<file path="src/rtl/clock_pkg.sv">
`default_nettype none
// ============================================================================
//  Module   : clock_pkg
//  Purpose  : Shared types and constants for the digital clock mode
//             controller: mode encoding, time-field moduli and widths.
//  Revision : 1.0  initial release
// ============================================================================
package clock_pkg;

    typedef enum logic [2:0] {
        RUN    = 3'd0,
        SET_H  = 3'd1,
        SET_M  = 3'd2,
        SET_AH = 3'd3,
        SET_AM = 3'd4
    } mode_t;

    localparam int SEC_MOD = 60;
    localparam int MIN_MOD = 60;
    localparam int HOUR_W  = 5;
    localparam int MIN_W   = 6;
    localparam int TMO_W   = 6;   // holds timeout values up to 63

endpackage
`default_nettype wire

</file>
<file path="src/rtl/mod_counter.sv">
`default_nettype none
// ============================================================================
//  Module   : mod_counter
//  Purpose  : Modulo-MOD up counter with synchronous clear and a wrap flag.
//  Ports    : clk, rst   - clock, synchronous active-high reset (to RST_VAL)
//             clr        - synchronous clear to 0 (priority over inc)
//             inc        - advance by one, wrapping MOD-1 -> 0
//             value      - current count
//             wrap       - inc && value == MOD-1 (carry into next field)
//  Revision : 1.0  initial release
// ============================================================================
module mod_counter #(
    parameter int MOD     = 60,
    parameter int WIDTH   = 6,
    parameter int RST_VAL = 0
) (
    input  logic             clk,
    input  logic             rst,
    input  logic             clr,
    input  logic             inc,
    output logic [WIDTH-1:0] value,
    output logic             wrap
);

    localparam logic [WIDTH:0] c_mod = (WIDTH+1)'(MOD);

    logic [WIDTH-1:0] r_value;
    logic [WIDTH:0]   w_inc;
    logic             w_last;

    // The increment carries one extra bit so MOD == 2**WIDTH cannot alias.
    assign w_inc  = {1'b0, r_value} + (WIDTH+1)'(1);
    assign w_last = (w_inc == c_mod);
    assign wrap   = inc && w_last;
    assign value  = r_value;

    always_ff @(posedge clk) begin
        if (rst) begin
            r_value <= WIDTH'(RST_VAL);
        end else if (clr) begin
            r_value <= '0;
        end else if (inc) begin
            r_value <= w_last ? '0 : w_inc[WIDTH-1:0];
        end
    end

endmodule
`default_nettype wire

</file>
<file path="src/rtl/clock_mode_ctrl.sv">
`default_nettype none
// ============================================================================
//  Module   : clock_mode_ctrl
//  Purpose  : Timekeeping and run/set mode controller for the digital clock.
//             Owns hh:mm:ss and the alarm hh:mm, sequences the edit modes,
//             drives a blink phase and emits a one-cycle alarm trigger.
//  Ports    : clk, rst            - 40 MHz clock, synchronous active-high reset
//             sec_tick            - 1 Hz single-cycle tick
//             key_mode, key_inc   - debounced single-cycle key pulses
//             alarm_en            - alarm armed level
//             hour/minute/second  - current time
//             alm_hour/alm_min    - alarm time
//             mode                - RUN/SET_H/SET_M/SET_AH/SET_AM
//             blink               - blink phase of the edited field
//             alarm_trig          - one-cycle pulse when time hits alarm:00
//  Revision : 1.0  initial release
// ============================================================================
module clock_mode_ctrl
    import clock_pkg::*;
#(
    parameter int HOUR_MOD  = 24,
    parameter int ALM_H_RST = 7,
    parameter int ALM_M_RST = 0,
    parameter int TIMEOUT_S = 30
) (
    input  logic              clk,
    input  logic              rst,
    input  logic              sec_tick,
    input  logic              key_mode,
    input  logic              key_inc,
    input  logic              alarm_en,
    output logic [HOUR_W-1:0] hour,
    output logic [MIN_W-1:0]  minute,
    output logic [MIN_W-1:0]  second,
    output logic [HOUR_W-1:0] alm_hour,
    output logic [MIN_W-1:0]  alm_min,
    output logic [2:0]        mode,
    output logic              blink,
    output logic              alarm_trig
);

    localparam logic [TMO_W-1:0] c_timeout = TMO_W'(TIMEOUT_S);

    mode_t             r_mode, w_mode_nx;
    logic [TMO_W-1:0]  r_tmo, w_tmo_nx;
    logic              r_blink, w_blink_nx;
    logic              r_trig, w_trig_nx;

    logic w_set, w_running, w_enter_h, w_tick_run, w_edit, w_timeout;
    logic w_sec_wrap, w_min_wrap, w_hour_wrap;
    logic w_unused_ah_wrap, w_unused_am_wrap;
    logic [MIN_W-1:0]  w_min_nx;
    logic [HOUR_W-1:0] w_hour_nx;

    assign w_set     = (r_mode != RUN);
    assign w_running = (r_mode == RUN) || (r_mode == SET_AH) || (r_mode == SET_AM);
    // Entering SET_H restarts the second at 0, so a coincident tick is lost.
    assign w_enter_h  = (r_mode == RUN) && key_mode;
    assign w_tick_run = sec_tick && w_running && !w_enter_h;
    // key_mode takes priority over key_inc in the same cycle.
    assign w_edit     = key_inc && !key_mode;
    assign w_timeout  = w_set && (r_tmo == c_timeout) && !key_mode && !key_inc;

    // ------------------------------------------------------------------
    // Time and alarm fields
    // ------------------------------------------------------------------
    mod_counter #(.MOD(SEC_MOD), .WIDTH(MIN_W), .RST_VAL(0)) u_sec (
        .clk   (clk),
        .rst   (rst),
        .clr   (w_enter_h),
        .inc   (w_tick_run),
        .value (second),
        .wrap  (w_sec_wrap)
    );

    mod_counter #(.MOD(MIN_MOD), .WIDTH(MIN_W), .RST_VAL(0)) u_min (
        .clk   (clk),
        .rst   (rst),
        .clr   (1'b0),
        .inc   (w_sec_wrap || (w_edit && (r_mode == SET_M))),
        .value (minute),
        .wrap  (w_min_wrap)
    );

    // Minute edits in SET_M also raise w_min_wrap; only a running-time
    // carry may reach the hour, hence the w_tick_run qualifier.
    mod_counter #(.MOD(HOUR_MOD), .WIDTH(HOUR_W), .RST_VAL(0)) u_hour (
        .clk   (clk),
        .rst   (rst),
        .clr   (1'b0),
        .inc   ((w_min_wrap && w_tick_run) || (w_edit && (r_mode == SET_H))),
        .value (hour),
        .wrap  (w_hour_wrap)
    );

    mod_counter #(.MOD(HOUR_MOD), .WIDTH(HOUR_W), .RST_VAL(ALM_H_RST)) u_alm_hour (
        .clk   (clk),
        .rst   (rst),
        .clr   (1'b0),
        .inc   (w_edit && (r_mode == SET_AH)),
        .value (alm_hour),
        .wrap  (w_unused_ah_wrap)
    );

    mod_counter #(.MOD(MIN_MOD), .WIDTH(MIN_W), .RST_VAL(ALM_M_RST)) u_alm_min (
        .clk   (clk),
        .rst   (rst),
        .clr   (1'b0),
        .inc   (w_edit && (r_mode == SET_AM)),
        .value (alm_min),
        .wrap  (w_unused_am_wrap)
    );

    // hh:mm that the time is about to take when the second wraps; the alarm
    // compares against this so the pulse lines up with the :00 edge.
    assign w_min_nx  = w_min_wrap ? '0 : minute + MIN_W'(1);
    assign w_hour_nx = w_min_wrap ? (w_hour_wrap ? '0 : hour + HOUR_W'(1)) : hour;

    // ------------------------------------------------------------------
    // Mode FSM, timeout counter, blink and alarm trigger
    // ------------------------------------------------------------------
    always_ff @(posedge clk) begin
        if (rst) begin
            r_mode  <= RUN;
            r_tmo   <= '0;
            r_blink <= 1'b0;
            r_trig  <= 1'b0;
        end else begin
            r_mode  <= w_mode_nx;
            r_tmo   <= w_tmo_nx;
            r_blink <= w_blink_nx;
            r_trig  <= w_trig_nx;
        end
    end

    always_comb begin
        w_mode_nx  = r_mode;
        w_tmo_nx   = r_tmo;
        w_blink_nx = r_blink;
        w_trig_nx  = 1'b0;

        if (key_mode) begin
            case (r_mode)
                RUN:     w_mode_nx = SET_H;
                SET_H:   w_mode_nx = SET_M;
                SET_M:   w_mode_nx = SET_AH;
                SET_AH:  w_mode_nx = SET_AM;
                default: w_mode_nx = RUN;
            endcase
        end else if (w_timeout) begin
            w_mode_nx = RUN;
        end

        if (key_mode || key_inc || (w_mode_nx == RUN)) begin
            w_tmo_nx = '0;
        end else if (sec_tick) begin
            w_tmo_nx = r_tmo + TMO_W'(1);
        end

        if ((w_mode_nx == RUN) || key_mode || key_inc) begin
            w_blink_nx = 1'b0;
        end else if (sec_tick) begin
            w_blink_nx = !r_blink;
        end

        // Compared against the alarm registers as they stand before any
        // same-cycle alarm edit.
        w_trig_nx = w_sec_wrap && alarm_en &&
                    (w_hour_nx == alm_hour) && (w_min_nx == alm_min);
    end

    assign mode       = r_mode;
    assign blink      = r_blink;
    assign alarm_trig = r_trig;

endmodule
`default_nettype wire

</file>
<file path="config.mk">
export PLATFORM = sky130hd
export DESIGN_NAME = clock_mode_ctrl
export DESIGN_NICKNAME = d
export VERILOG_FILES = /design/src/rtl/clock_pkg.sv /design/src/rtl/mod_counter.sv /design/src/rtl/clock_mode_ctrl.sv
export SDC_FILE = /design/constraint.sdc
export NUM_CORES = 1
export LEC_CHECK = 0
export ABC_CLOCK_PERIOD_IN_PS = 6200
export BUFFER_PORTS_ARGS = -buffer_cell sky130_fd_sc_hd__buf_4
export CORE_MARGIN = 2
export CORE_UTILIZATION = 40
export DETAILED_ROUTE_END_ITERATION = 7
export PLACE_DENSITY = 0.7
export SLEW_MARGIN = 0
export SYNTH_ARGS = -nofsm -noshare
export SYNTH_HDL_FRONTEND = slang
export SYNTH_SLANG_ARGS = --single-unit
</file>
<file path="constraint.sdc">
create_clock -name clk -period 6.2 [get_ports clk]
set_input_delay 0.62 -clock clk [delete_from_list [all_inputs] [get_ports clk]]
set_output_delay 0.62 -clock clk [all_outputs]
set_load 0.02 [all_outputs]
</file>
==> run_results.csv <==
group,metric,value,unit
logic_synthesis,netlist_instances,307,
logic_synthesis,yosys.area.top_type_share,32.40,%
logic_synthesis,yosysSeqAreaShare,32.40,%
power,intPower,386.0,uW
logic_synthesis,syn-num-nets,321,
timing,final_hold_viol_count,0,
clocking,post_cts_resized,0,
clocking,postCtsHoldBufs,0,
timing,rsz0062_at_grt,"no",
power,cellLeakagePower,0.001082,uW
timing,final-max-slew-violation-count,0,
timing,finalSetupViolations,0,
power,combPwrFrac,7.4,%
logic_synthesis,syn_area_per_cell,7.850,sq um
global_route,grt_pass1_wl,9059,um
clocking,path_clk_slew,80,ps
floorplanning,dieArea,6661,sq um
routing,vias_per_cell,5.527,
clocking,clk_latency,290,ps
routing,routed-via-count,2266,
timing,holdWs,525.3,ps
routing,detail-route-antenna-nets,0,
layout,antenna_cells,0,
placement,gp_congestion,0.8636,
global_route,overflow,0,
floorplanning,core_area,5886,sq um
floorplanning,fp.dieH,81.62,um
timing,fin_crit_sh,41.81,%
logic_synthesis,yosys.area.top_type,"dfxtp_1",
power,p_sw,119.4,uW
critical_path,crit_fanout,8,
logic_synthesis,synth.area.top_cells,"dfxtp_1 32%, nor2_1 7.0%, xor2_1 6.2%, nand2_1 5.3%, a21oi_1 4.4%",
routing,dr.pass1.iters,4,
clocking,cts-root-buf,"clkbuf_8",
status,outcome,"finished clean",
global_route,grt_pass1_vias,2070,
clocking,numCtsBuffers,5,
clocking,cts.sinks,39,
routing,drt_wl_total,5585,um
run,cap_violations,0,
placement,io_buffers,38,
placement,dp_cells,403,
clocking,cts_tree,"built",
critical_path,startpoint_type,"flip-flop",
global_route,grt_max_degree,22,
global_route,antenna_found_initial,0,
floorplanning,die_width,81.62,um
logic_synthesis,ys.flop_type,"dfxtp_1",
clocking,post_cts_buffers,0,
logic_synthesis,ys_ff_latch,39,
layout,area_growth,16.15,%
logic_synthesis,synth_edf_count,0,
power,clockPowerShare,41.4,%
critical_path,criticalPathCategory,"flip-flop to flip-flop",
logic_synthesis,syn_area,2410,sq um
timing,fmax,385.7,MHz
power,seqPwrFrac,51.1,%
power,swShare,23.63,%
layout,drive_above_1_share,16.12,%
logic_synthesis,ys_async_sr_fraction,0,%
routing,drc_errors,0,
floorplanning,initial_core_util,40.94,%
logic_synthesis,synth_cell_type_count,59,
floorplanning,std_cell_rows,28,
timing,skew,8.442,ps
placement,place_hpwl,4112,um
routing,drt_iter0_markers,155,
layout,fin_cells,410,
critical_path,end_kind,"flip-flop",
routing,wl_per_cell,13.62,um
global_route,grt_use_total,17.41,%
floorplanning,ioPinCount,39,
logic_synthesis,ys_warn_count,0,
power,p_per_area,180.6,nW/um^2
timing,tns,0,ps
timing,period_needed,2592,ps
clocking,clk_path_buf_depth,2,
timing,tightestPinTransition,630.7,ps
critical_path,critPathRequiredTime,6440,ps
layout,final_nets,349,
power,vdd_drop_max,0.09227,mV
critical_path,worstPathArrival,2840,ps
timing,relSlewSlack,57.63,%
clocking,htreeDepth,2,
min_path,hp-class,"flip-flop to flip-flop",
## critical path, cell delays in order, from the launching register on
cell and delay, ps:
dfxtp_1 450, ha_1 300, and4b_1 300, nand3_1 110
a211oi_2 250, or2_1 310, a21oi_2 130, a211o_1 300
nor4_1 190, and4_1 210
## power groups by stage
stage | logic [uW] | registers, uW | clock network (uW)
2_1_floorplan | 27.4 | 265 | 0
3_3_place_gp | 37.5 | 264 | 0
3_5_place_dp | 37.8 | 264 | 0
4_1_cts | 37.9 | 259 | 213
5_1_grt | 41.9 | 259 | 227
6_report | 37.6 | 259 | 209
## cells in the mapped netlist, types with 2 or more instances
library cell	n
a21oi_1	21
a22oi_1	3
a31oi_1	7
a32oi_1	3
and2_1	3
and3_1	3
and4b_1	2
buf_2	2
buf_4	2
buf_6	3
clkbuf_1	9
dfxtp_1	39
ha_1	8
inv_1	8
mux2i_1	3
nand2_1	34
nand3_1	14
nand3b_1	4
nand4_1	6
nand4b_1	2
nor2_1	45
nor3_1	8
nor3b_1	3
nor4_1	3
o21ai_0	11
o31ai_1	2
or2_1	2
or3_1	2
or4_1	2
xnor2_1	8
xor2_1	17
## cells in the final DEF, fill, tap and decap left out, drive strengths merged, types with 2 or more instances in the layout
master	count
xnor2	8
nor3b	4
a211oi	2
or2	2
and2	3
ha	8
and4b	2
a31oi	7
nand4	7
and3	3
a22oi	3
nor4	4
clkbuf	5
a21oi	23
buf	38
or4	2
or3	2
nand3	14
nor3	8
nand2	34
inv	8
xor2	17
o21ai	12
dfxtp	39
a32oi	3
o31ai	2
nand3b	5
mux2i	3
nand4b	2
nor2	45
## kinds of logic (layout without fill, tap and decap cells)
| kind of cell | Yosys count | in the layout | synth area share [%] |
|---|---|---|---|
| AND/OR/NAND/NOR | 142 | 142 | 29.86 |
| XOR/XNOR | 25 | 25 | 9.086 |
| multiplexers | 3 | 3 | 1.246 |
| buffers and inverters | 25 | 53 | 5.244 |
| adder cells (fa/ha/maj) | 8 | 8 | 4.154 |
| flip-flops | 39 | 39 | 32.40 |
| AO/OA/AOI/OAI | 65 | 65 | 18.02 |
## worst paths after layout
kind | depth (start not counted) | from | end | slack (ps)
setup / recovery | 9 | u_min.value[0] | alarm_trig | 3610
hold / removal | 2 | blink | blink | 530
setup reg to reg | 9 | u_min.value[0] | alarm_trig | 3610
hold reg to reg | 2 | blink | blink | 530
## registers in the layout, summed over array words and instances, names as in the netlist
signal and flops:
u_sec.value 6, u_min.value 6, mode 3, blink 1
r_tmo 6, alarm_trig 1, u_alm_hour.value 5, u_alm_min.value 6
u_hour.value 5
## stage by stage
stage	setup slack, ps	total power (uW)	instance area [sq um]	util [%]
floorplan	3818	292.4	2410	-
global placement	3562	301.7	2693	45.75
detailed placement	3486	302.2	2693	45.75
CTS	3620	509.5	2799	47.56
finish	3608	505.5	2799	47.56
global route	3422	527.8	2799	47.56
## per-layer routing
layer / GRT usage [%] / routed length [um]
met1: 21.59 / 2508
met2: 28.36 / 2623
met5: 0 / 0
met3: 4.176 / 355
met4: 8.333 / 98
## final cells by class
class	count	area [sq um]
well taps	75	93.84
inverters	8	30.03
repair buffers	38	285.3
clock buffers	5	68.82
multi-input cells	243	1503
fillers	602	3087
flip-flops and latches	39	780.7
clock inverters	2	37.54
Note: power is estimated with default switching activity, not from simulation.
